[src/rtl/port_out_dequeue.sv]
// Egress-port dequeue engine: round-robin picks one of NUM_SRC descriptor
// FIFOs, walks the packet's unit chain in the shared MMU one unit at a time,
// streams each unit out with sop/eop, and returns every consumed unit address
// to the free pointer list on the same beat it is handed downstream.
module port_out_dequeue #(
    parameter int unsigned DATA_WIDTH = 32,
    parameter int unsigned ADDR_WIDTH = 17,
    parameter int unsigned NUM_SRC    = 4
) (
    input  logic                    i_clk,
    input  logic                    i_rst,
    input  logic [NUM_SRC-1:0]      i_cb_empty,
    output logic [NUM_SRC-1:0]      o_cb_rd_en,
    input  logic [NUM_SRC*32-1:0]   i_cb_dout,
    output logic                    o_mmu_rd_req,
    output logic [ADDR_WIDTH-1:0]   o_mmu_rd_addr,
    input  logic                    i_mmu_rd_ready,
    input  logic                    i_mmu_rd_valid,
    input  logic [DATA_WIDTH-1:0]   i_mmu_rd_dat,
    input  logic [ADDR_WIDTH-1:0]   i_mmu_rd_next,
    output logic                    o_fp_wr_en,
    output logic [ADDR_WIDTH-1:0]   o_fp_din,
    input  logic                    i_fp_full,
    output logic                    o_valid,
    output logic [DATA_WIDTH-1:0]   o_dat,
    output logic                    o_sop,
    output logic                    o_eop,
    input  logic                    i_out_ready,
    output logic                    o_err
);

    localparam int unsigned DESC_W = 32;
    localparam int unsigned GW     = (NUM_SRC > 1) ? $clog2(NUM_SRC) : 1;

    typedef enum logic [2:0] {
        S_IDLE,
        S_LATCH,
        S_REQ,
        S_WAIT,
        S_OUT
    } state_t;

    state_t                  state_q;
    logic [GW-1:0]           rr_q;
    logic [GW-1:0]           grant_q;
    logic [7:0]              rem_q;
    logic [ADDR_WIDTH-1:0]   addr_q;
    logic [ADDR_WIDTH-1:0]   next_q;
    logic                    first_q;
    logic                    req_q;
    logic                    valid_q;
    logic [DATA_WIDTH-1:0]   dat_q;
    logic                    sop_q;
    logic                    eop_q;
    logic                    err_q;

    logic [GW-1:0]           grant_d;
    logic                    found_d;
    logic [GW-1:0]           scan_idx;
    logic                    xfer;

    logic [DESC_W-1:0]       desc_w;
    logic [7:0]              desc_cnt;
    logic [ADDR_WIDTH-1:0]   desc_first;
    logic                    desc_unused;

    // Modulo-NUM_SRC increment that also works for non power-of-two source counts.
    function automatic logic [GW-1:0] rr_inc(input logic [GW-1:0] v);
        return (v == GW'(NUM_SRC - 1)) ? '0 : v + 1'b1;
    endfunction

    assign desc_w      = i_cb_dout[grant_q*DESC_W +: DESC_W];
    assign desc_cnt    = desc_w[ADDR_WIDTH +: 8];
    assign desc_first  = desc_w[ADDR_WIDTH-1:0];
    // Upper descriptor bits are reserved (always zero) and carry no meaning here.
    assign desc_unused = ^desc_w[DESC_W-1:ADDR_WIDTH+8];

    // Round-robin scan: first non-empty source at or after the rr pointer.
    always_comb begin
        grant_d  = rr_q;
        found_d  = 1'b0;
        scan_idx = rr_q;
        for (int unsigned k = 0; k < NUM_SRC; k++) begin
            if (!found_d && !i_cb_empty[scan_idx]) begin
                found_d = 1'b1;
                grant_d = scan_idx;
            end
            scan_idx = rr_inc(scan_idx);
        end
    end

    // Descriptor pop pulse is combinational so the FIFO data lands during LATCH.
    always_comb begin
        o_cb_rd_en = '0;
        if (state_q == S_IDLE && found_d && !i_rst) begin
            o_cb_rd_en[grant_d] = 1'b1;
        end
    end

    // A beat leaves only when downstream and the free list can both take it.
    assign xfer       = (state_q == S_OUT) && i_out_ready && !i_fp_full && !i_rst;
    assign o_fp_wr_en = xfer;
    assign o_fp_din   = xfer ? addr_q : '0;

    assign o_mmu_rd_req  = req_q;
    assign o_mmu_rd_addr = addr_q;
    assign o_valid       = valid_q;
    assign o_dat         = dat_q;
    assign o_sop         = sop_q;
    assign o_eop         = eop_q;
    assign o_err         = err_q;

    // Main dequeue FSM with registered request/stream/error outputs.
    always_ff @(posedge i_clk) begin
        if (i_rst) begin
            state_q <= S_IDLE;
            rr_q    <= '0;
            grant_q <= '0;
            rem_q   <= '0;
            addr_q  <= '0;
            next_q  <= '0;
            first_q <= 1'b0;
            req_q   <= 1'b0;
            valid_q <= 1'b0;
            dat_q   <= '0;
            sop_q   <= 1'b0;
            eop_q   <= 1'b0;
            err_q   <= 1'b0;
        end else begin
            err_q <= 1'b0;
            case (state_q)
                S_IDLE: begin
                    if (found_d) begin
                        grant_q <= grant_d;
                        rr_q    <= rr_inc(grant_d);
                        state_q <= S_LATCH;
                    end
                end
                S_LATCH: begin
                    rem_q   <= desc_cnt;
                    addr_q  <= desc_first;
                    first_q <= 1'b1;
                    if (desc_cnt == 8'd0) begin
                        err_q   <= 1'b1;
                        state_q <= S_IDLE;
                    end else begin
                        req_q   <= 1'b1;
                        state_q <= S_REQ;
                    end
                end
                S_REQ: begin
                    if (i_mmu_rd_ready) begin
                        req_q   <= 1'b0;
                        state_q <= S_WAIT;
                    end
                end
                S_WAIT: begin
                    if (i_mmu_rd_valid) begin
                        dat_q   <= i_mmu_rd_dat;
                        next_q  <= i_mmu_rd_next;
                        valid_q <= 1'b1;
                        sop_q   <= first_q;
                        eop_q   <= (rem_q == 8'd1);
                        state_q <= S_OUT;
                    end
                end
                S_OUT: begin
                    if (i_out_ready && !i_fp_full) begin
                        valid_q <= 1'b0;
                        sop_q   <= 1'b0;
                        eop_q   <= 1'b0;
                        first_q <= 1'b0;
                        rem_q   <= rem_q - 8'd1;
                        if (rem_q == 8'd1) begin
                            state_q <= S_IDLE;
                        end else begin
                            addr_q  <= next_q;
                            req_q   <= 1'b1;
                            state_q <= S_REQ;
                        end
                    end
                end
                default: state_q <= S_IDLE;
            endcase
        end
    end

endmodule

[config.mk]
export PLATFORM = sky130hd
export DESIGN_NAME = port_out_dequeue
export DESIGN_NICKNAME = d
export VERILOG_FILES = /design/src/rtl/port_out_dequeue.sv
export SDC_FILE = /design/constraint.sdc
export NUM_CORES = 1
export LEC_CHECK = 0
export CAP_MARGIN = 20
export CORE_UTILIZATION = 42
export CTS_CLUSTER_SIZE = 8
export DETAILED_ROUTE_END_ITERATION = 7
export PLACE_DENSITY = 0.87
export SKIP_CTS_REPAIR_TIMING = 1
export SYNTH_ARGS = -nofsm -noshare
export SYNTH_HDL_FRONTEND = slang
export SYNTH_SLANG_ARGS = --single-unit
[constraint.sdc]
create_clock -name i_clk -period 4.8 [get_ports i_clk]
set_input_delay 0.72 -clock i_clk [delete_from_list [all_inputs] [get_ports i_clk]]
set_output_delay 0.72 -clock i_clk [all_outputs]
set_load 0.01 [all_outputs]
* Word-level counts from Yosys, hierarchy flattened
Cells that the tools add are included.
Widths: inputs -> output; s select.
** Word-level totals
- Register bits :: 87
- Input port bits :: 187
- Output and inout port bits :: 76
** Operators by class
- Add/sub/neg operators :: 5
- Order comparisons :: 6
- Equality and inequality tests :: 15
- Shift operators :: 1
- Multiplexer cells :: 49
- Bitwise logic cells :: 1
- Reduce and logical (&&, ||, !) cells :: 30
** Operators by type and width (count)
- $shiftx 128x8->25 :: 1
- $mux 17 :: 3
- $pmux 17 s2 :: 1
- $mux 1 :: 18
- $mux 2 :: 9
- $pmux 8 s2 :: 1
- $lt 2x3->1 const B :: 5
- $pmux 3 s5 :: 1
- $mux 3 :: 4
- $logic_and 1x1->1 :: 10
- $ne 2x2->1 const B :: 5
- $add 2x1->2 const B :: 4
- $bmux 1 s2 :: 4
- $eq 2x2->1 const B :: 4
- $eq 8x1->1 const B :: 1
- $logic_not 8->1 :: 1
- $mux 8 :: 1
- $pmux 1 s2 :: 4
- $sub 8x1->8 const B :: 1
- $logic_not 1->1 :: 7
- $eq 3x2->1 const B :: 2
- $reduce_and 2->1 :: 3
- $reduce_and 3->1 :: 2
- $reduce_and 5->1 :: 1
- other kinds (13) :: 14

* Depth between registers and ports, before layout
Gate-level depths: netlist of the first run.
- Depth after elaboration :: 18
- Mapped depth :: 10
- Depth with buffers taken out :: 9

* Worst setup path before layout of the first run
No wires, ideal clock.
- Path type :: input port to output port
- Start point :: input port i_cb_empty[0]
- End point :: output port o_cb_rd_en[0]
- Data arrival time :: 2.328 ns
- Required time :: 4.080 ns
- Setup slack :: 1.752 ns
- Stages :: 8
- Cells stage by stage :: clkbuf_1 > or4b_1 > o221ai_1 > a31oi_1 > a22oi_1 > and2_1 > ha_1 > and2_1
** On the way
- Longest elaborated chain between the ends :: 16
- Elaborated cells between the ends (all ways) :: 31
- Classes of those cells :: 2 x order compare; 18 x mux; 11 x reduce/logical
** Ends and longest elaborated chain
- from (decl) :: RTL line 12 : input logic [NUM_SRC-1:0] i_cb_empty,
- $bmux 1 s2 :: RTL line 84 : if (!found_d && !i_cb_empty[scan_idx]) begin
- $mux 1 (implied by the code) :: RTL line 84
- $logic_not 1->1 :: RTL line 84
- $logic_and 1x1->1 :: RTL line 84
- $mux 1 :: RTL line 84
- $logic_not 1->1 :: RTL line 84
- $logic_and 1x1->1 :: RTL line 84
- $mux 1 :: RTL line 84
- $logic_not 1->1 :: RTL line 84
- $logic_and 1x1->1 :: RTL line 84
- $mux 2 :: RTL line 84
- $lt 2x3->1 (implied by the code) / $ge 2x1->1 (equally long branches) :: RTL line 96 : o_cb_rd_en[grant_d] = 1'b1;
- $logic_and 1x1->1 (implied by the code) :: RTL line 96
- $mux 1 (implied by the code) :: RTL line 96
- $demux 1 s2 :: RTL line 96
- $mux 4 (*) :: RTL line 95 : if (state_q == S_IDLE && found_d && !i_rst) begin
- to (decl) :: RTL line 13 : output logic [NUM_SRC-1:0] o_cb_rd_en,
Mark *: on every way between the ends. The rest lies on a longest branch, timed or not. The select of a mux whose other input is x is not followed.

* Final worst setup path of the first run
- Start point :: input port i_cb_empty[1]
- End point :: output port o_cb_rd_en[1]
The elaborated chain is that of the path after synthesis.

==> impl_metrics.yaml, run 1 <==
route:
  vias: 5019
  wirelength_um: 14600
  drt_pass1_iterations: 6
  antenna_left: 0
  drc: 0
  wire_per_inst_um: 15.9
  drt-initial-drc-count: 515
  routed_via_density: 5.48
global_route:
  grt_busiest_layer: "met2"
  grt_use_met1_pct: 31.1
  grt_pass1_vias: 4699
  grt_overflow: 0
  antenna_found_initial: 0
  grt_pass1_wl_um: 22600
  grt_max_degree: 88
  use_met2_pct: 42.8
  track_usage_pct: 24.6
  use_met3_pct: 3.21
sta:
  skew_ns: 0.0111
  drv_slew: 0
  slew_headroom_pct: 26.4
  fin_setup_tns_ns: 0
  finalCritPeriodShare_pct: 89.8
  setup_viol: 0
  fmax_mhz: 232
  rsz0062_at_grt: "false"
  worst_pin_slew_ns: 1.10
  hold_violations: 0
  min_period_ns: 4.31
run_status:
  outcome: "complete, no violations"
placed_design:
  dp_hpwl_um: 11100
  port_buffers: 234
  place_area_mm2: 0.00704
  place.gp.congestion: 0.984
clock_network:
  insertion_delay_ns: 0.34
  root_buffer: "clkbuf_8"
  tritoncts: "done"
  cts_buffers: 9
  clock-sinks: 87
  htree_levels: 3
  clk_pin_slew_ns: 0.08
  clock_path_buffers: 2
worst_hold_path:
  hold_path_end: "o_dat[14]"
  worstHoldPathType: "reg -> reg"
  hold_path_depth: 2
  hold_start: "o_dat[14]"
synth:
  synthesis.nets: 763
  synth_area_leaders: "dfxtp_1 37%, mux4_2 12%, nand2_1 12%, a21oi_1 6.6%, a311oi_1 3.4%"
  async_flop_share_pct: 0
  syn_area_mm2: 0.00470
  synth_edf_count: 0
  synth_common_cells: "148 x nand2_1, 87 x dfxtp_1, 62 x a21oi_1"
  yosys.area.top_type_share_pct: 37.0
  yosysWarnings: 0
  synth_area_leader_cell: "dfxtp_1"
  synth.most_common_cell: "nand2_1"
  ys_ff_latch: 87
  synthCells: 569
  avgSynthCellArea_um2: 8.26
  synth-main-ff-cell: "dfxtp_1"
  seq_area_frac_synth_pct: 37.0
  ys_types: 53
floorplanning:
  core_mm2: 0.0109
  io_pins: 263
  die_y_um: 108
  initial_core_util_pct: 43.2
  fp.dieW_um: 108
  die-area_mm2: 0.0116
  rows: 38
cells_and_area:
  fin_area_mm2: 0.00730
  nNetsFinal: 965
  area_growth_pct: 55.2
  antenna_cells: 0
  fillers: 865
  drive_gt1_share_pct: 7.35
worst_setup_path:
  crit_required_ns: 4.08
  critPathArrivalTime_ns: 3.59
  cp_max_fo: 13
  crit_buf_inv: 2
  critPathLaunchType: "input pin"
  slowest_delay_ns: 0.73
  critPathKind: "in -> out"
  r2r_slack_ns: 1.93
  reg2reg_depth: 9
  endpoint_kind: "output pin"
  timing.rr.end: "rr_q[1]"
  crit_path_top_delay_cell: "clkdlybuf4s50_1"
  cpLargestDelayFamily: "buffers and inverters"
  reg2reg_from: "rr_q[0]"
  cp_cell_sequence: "clkdlybuf4s50_1 > mux2i_1 > mux2i_1 > o211ai_1 > a22oi_1 > and2_1 > ha_1 > and2_1 > clkdlybuf4s50_1"
pwr:
  powerDensity_mw_per_mm2: 382
  leakagePower_nw: 2.56
  ir_drop_mv: 0.240
run:
  cap_violations: 0
metal layers:
layer  vias to the layer above  share of wire [%]
met5                         -                  0
met2                       274                 50
met1                      2289                 41
met3                        38                6.9
met4                         0                2.8
li1                       2418                  -
power breakdown:
group          internal [mW]  switching (mW)  leakage (nW)  total [mW]
clock network          0.261           0.259         0.101       0.519
logic                  0.688           0.537          1.76        1.23
registers              0.834           0.210         0.708        1.04
cell families after synthesis:
| kind of cell | share of synthesized area [%] |
|---|---|
| AO/OA/AOI/OAI | 18.2 |
| adder cells (fa/ha/maj) | 1.86 |
| buffers and inverters | 5.22 |
| flip-flops | 37.0 |
| multiplexers | 14.2 |
| AND/OR/NAND/NOR | 23.5 |
tightest hold or removal path, delay by kind of cell (launching register included):
kind / cells / cell delay, ns
flip-flops: 1 / 0.31
AND/OR/NAND/NOR: 1 / 0.05
AO/OA/AOI/OAI: 1 / 0.05
worst max-delay path by stage:
| stage | to | cells past startpoint | start | slack [ns] |
|---|---|---|---|---|
| 2_1_floorplan | o_cb_rd_en[0] | 8 | i_cb_empty[0] | 1.75 |
| 3_3_place_gp | o_cb_rd_en[0] | 9 | i_cb_empty[1] | 0.68 |
| 3_5_place_dp | o_cb_rd_en[0] | 9 | i_cb_empty[1] | 0.55 |
| 4_1_cts | o_cb_rd_en[0] | 9 | i_cb_empty[1] | 0.54 |
| 5_1_grt | o_cb_rd_en[0] | 9 | i_cb_empty[1] | 0.25 |
| 6_report | o_cb_rd_en[1] | 9 | i_cb_empty[1] | 0.49 |
sequential cells by signal, summed over array words and instances (netlist names):
register / flops
rr_q: 2
rem_q: 8
o_dat: 32
o_mmu_rd_req: 1
grant_q: 2
o_sop: 1
state_q: 3
o_valid: 1
first_q: 1
o_eop: 1
o_err: 1
o_mmu_rd_addr: 17
next_q: 17
layout make-up:
class | instances | area [µm²] | area share, %
multi-input cells | 424 | 2730 | 37.4
clock buffers | 11 | 141 | 1.94
repair buffers | 238 | 2410 | 33.0
flip-flops and latches | 87 | 1740 | 23.9
clock inverters | 5 | 63.8 | 0.874
inverters | 11 | 41.3 | 0.566
well taps | 140 | 175 | 2.40
stage by stage:
stage               power (mW)  hold slack, ns  util, %  worst slack, ns  cells
finish                    2.79           0.459     67.0            0.488    916
CTS                       2.77           0.460     66.5            0.540    914
floorplan                 1.82           0.437        -             1.75    569
global placement          2.19           0.442     64.6            0.680    898
detailed placement        2.25           0.447     64.6            0.547    898
global route              2.98           0.477     67.0            0.253    916
cell usage in the layout, fill, tap and decap left out, types with 10 or more instances in the layout:
| cell | count |
|---|---|
| a21oi_1 | 62 |
| nor2_1 | 37 |
| and2_1 | 22 |
| dfxtp_1 | 86 |
| a311oi_1 | 18 |
| clkdlybuf4s50_1 | 233 |
| mux4_2 | 25 |
| nand2_1 | 148 |
| inv_1 | 10 |
| clkbuf_8 | 10 |
(Power assumes the default switching activity.)
==> run 2: changes to the inputs <==
--- a/config.mk
+++ b/config.mk
@@ -6,6 +6,7 @@
 export NUM_CORES = 1
 export LEC_CHECK = 0
 export CAP_MARGIN = 20
+export CORE_ASPECT_RATIO = 1.75
 export CORE_UTILIZATION = 42
 export CTS_CLUSTER_SIZE = 8
 export DETAILED_ROUTE_END_ITERATION = 7
==> run 2 against run 1 <==
Against the previous run:
- sequential cell count is the same
- clock skew shrank 0.0031 ns
- cell area grew 1.4%
- critical path depth is the same
- worst hold slack lost 0.0067 ns
- setup slack lost 0.021 ns
- non-clock buffer count is the same
- fmax shrank 0.49%
- clock power grew 45%
==> impl_metrics.yaml, run 2 (synthesized netlist as in run 1, its figures left out) <==
worst_setup_path:
  slowest_delay_ns: 0.70
  critPathKind: "in -> out"
  crit_buf_inv: 2
  critPathLaunchType: "input pin"
  cpLargestDelayFamily: "buffers and inverters"
  critPathArrivalTime_ns: 3.61
  cp_max_fo: 13
  crit_required_ns: 4.08
  endpoint_kind: "output pin"
  crit_path_top_delay_cell: "clkdlybuf4s50_1"
  cp_cell_sequence: "clkdlybuf4s50_1 > mux2i_1 > mux2i_1 > o211ai_1 > a22oi_1 > and2_1 > ha_1 > and2_1 > clkdlybuf4s50_1"
global_route:
  grt_pass1_vias: 5106
  track_usage_pct: 27.7
  grt_overflow: 0
  grt_pass1_wl_um: 24500
  grt_max_degree: 87
  antenna_found_initial: 0
clock_network:
  htree_levels: 3
  insertion_delay_ns: 0.33
  clock-sinks: 87
  clock_path_buffers: 2
  clk_pin_slew_ns: 0.06
  root_buffer: "clkbuf_16"
  cts_buffers: 9
  tritoncts: "done"
sta:
  holdWs_ns: 0.452
  drv_slew: 0
  fin_setup_tns_ns: 0
  slew_headroom_pct: 24.6
  finalCritPeriodShare_pct: 90.3
  setup_ws_ns: 0.467
  hold_violations: 0
  fmax_mhz: 231
  min_period_ns: 4.33
  worst_pin_slew_ns: 1.13
  rsz0062_at_grt: "false"
  skew_ns: 0.00802
  setup_viol: 0
route:
  routed_via_density: 5.68
  drt_pass1_iterations: 5
  wire_per_inst_um: 17.9
  antenna_left: 0
  wirelength_um: 16200
  drt-initial-drc-count: 252
  vias: 5147
  drc: 0
worst_hold_path:
  worstHoldPathType: "reg -> reg"
placed_design:
  dp_hpwl_um: 12400
  place.gp.congestion: 0.949
  placed_cells: 888
  port_buffers: 234
  pre_cts_ws_ns: 0.553
pwr:
  powerDensity_mw_per_mm2: 411
  total_power_mw: 3.04
  leakagePower_nw: 2.62
  ir_drop_mv: 0.404
  combinationalPowerShare_pct: 41.3
  p_sw_mw: 1.05
  pwr-share-seq_pct: 34.1
  intPower_mw: 2.00
  p_clk_share_pct: 24.6
  switching_share_pct: 34.4
floorplanning:
  rows: 50
  die-area_mm2: 0.0116
  initial_core_util_pct: 43.4
  die_y_um: 142
  io_pins: 263
  core_mm2: 0.0108
  fp.dieW_um: 82.0
cells_and_area:
  area_growth_pct: 57.3
  mostFrequentLayoutCells: "233 x clkdlybuf4s50_1, 148 x nand2_1, 86 x dfxtp_1"
  layout.cells.non_filler: 906
  antenna_cells: 0
  drive_gt1_share_pct: 7.35
  final_common_cell: "clkdlybuf4s50_1"
  fillers: 884
  nNetsFinal: 965
  largest_reg_flops: 32
run:
  cap_violations: 0
run_status:
  outcome: "complete, no violations"
## run 2: cell types whose count changed in the layout (fill, tap and decap cells not counted)
cell / change
inv_6: -3
clkbuf_8: -9
buf_12: +1
bufinv_16: +1
buf_16: -1
clkbuf_16: +9
clkinv_4: +1
clkinv_2: +1
## run 2: layout make-up
class / instances / area [µm²] / area share [%]
well taps: 130 / 163 / 2.20
repair buffers: 238 / 2400 / 32.4
flip-flops and latches: 87 / 1740 / 23.6
inverters: 11 / 41.3 / 0.558
multi-input cells: 424 / 2730 / 36.9
clock inverters: 5 / 81.3 / 1.10
clock buffers: 11 / 243 / 3.28
## run 2: final timing paths
path                            slack (ns)       endpoint  cells after the start          start
worst max-delay path                  0.47  o_cb_rd_en[0]                      9  i_cb_empty[1]
worst min-delay path                  0.45      o_dat[20]                      2      o_dat[20]
worst max register to register        1.85        rr_q[1]                      9        rr_q[1]
worst min register to register        0.45      o_dat[20]                      2      o_dat[20]
## run 2: power groups by stage
| stage | clock network [mW] | registers (mW) | logic, mW |
|---|---|---|---|
| after floorplan | 0 | 0.939 | 0.883 |
| after global placement | 0 | 1.04 | 1.18 |
| after detailed placement | 0 | 1.05 | 1.22 |
| after CTS | 0.762 | 1.04 | 1.23 |
| after global routing | 0.796 | 1.07 | 1.36 |
| final | 0.750 | 1.04 | 1.26 |
## run 2: per-stage QoR
stage          cell area [µm²]  utilization, %
2_1_floorplan             4700               -
6_report                  7400            68.3
3_5_place_dp              7030            64.9
4_1_cts                   7350            67.9
5_1_grt                   7400            68.3
3_3_place_gp              7030            64.9
## run 2: worst register-to-register path, cell delays in order (launching register included)
cell and delay, ns:
dfxtp_1 0.44, ha_1 0.35, nor2_1 0.37, mux2i_1 0.50
o211ai_1 0.16, a22oi_1 0.34, nand2_1 0.15, ha_1 0.30
mux2i_1 0.14, nor2_1 0.05
## run 2: per-layer routing
metal | vias to the layer above | wire length, µm | track usage, %
met5 | - | 0 | 0
met3 | 69 | 968 | 5.83
met2 | 254 | 8650 | 48.5
met1 | 2403 | 5760 | 29.9
li1 | 2421 | - | -
met4 | 0 | 844 | 15.2
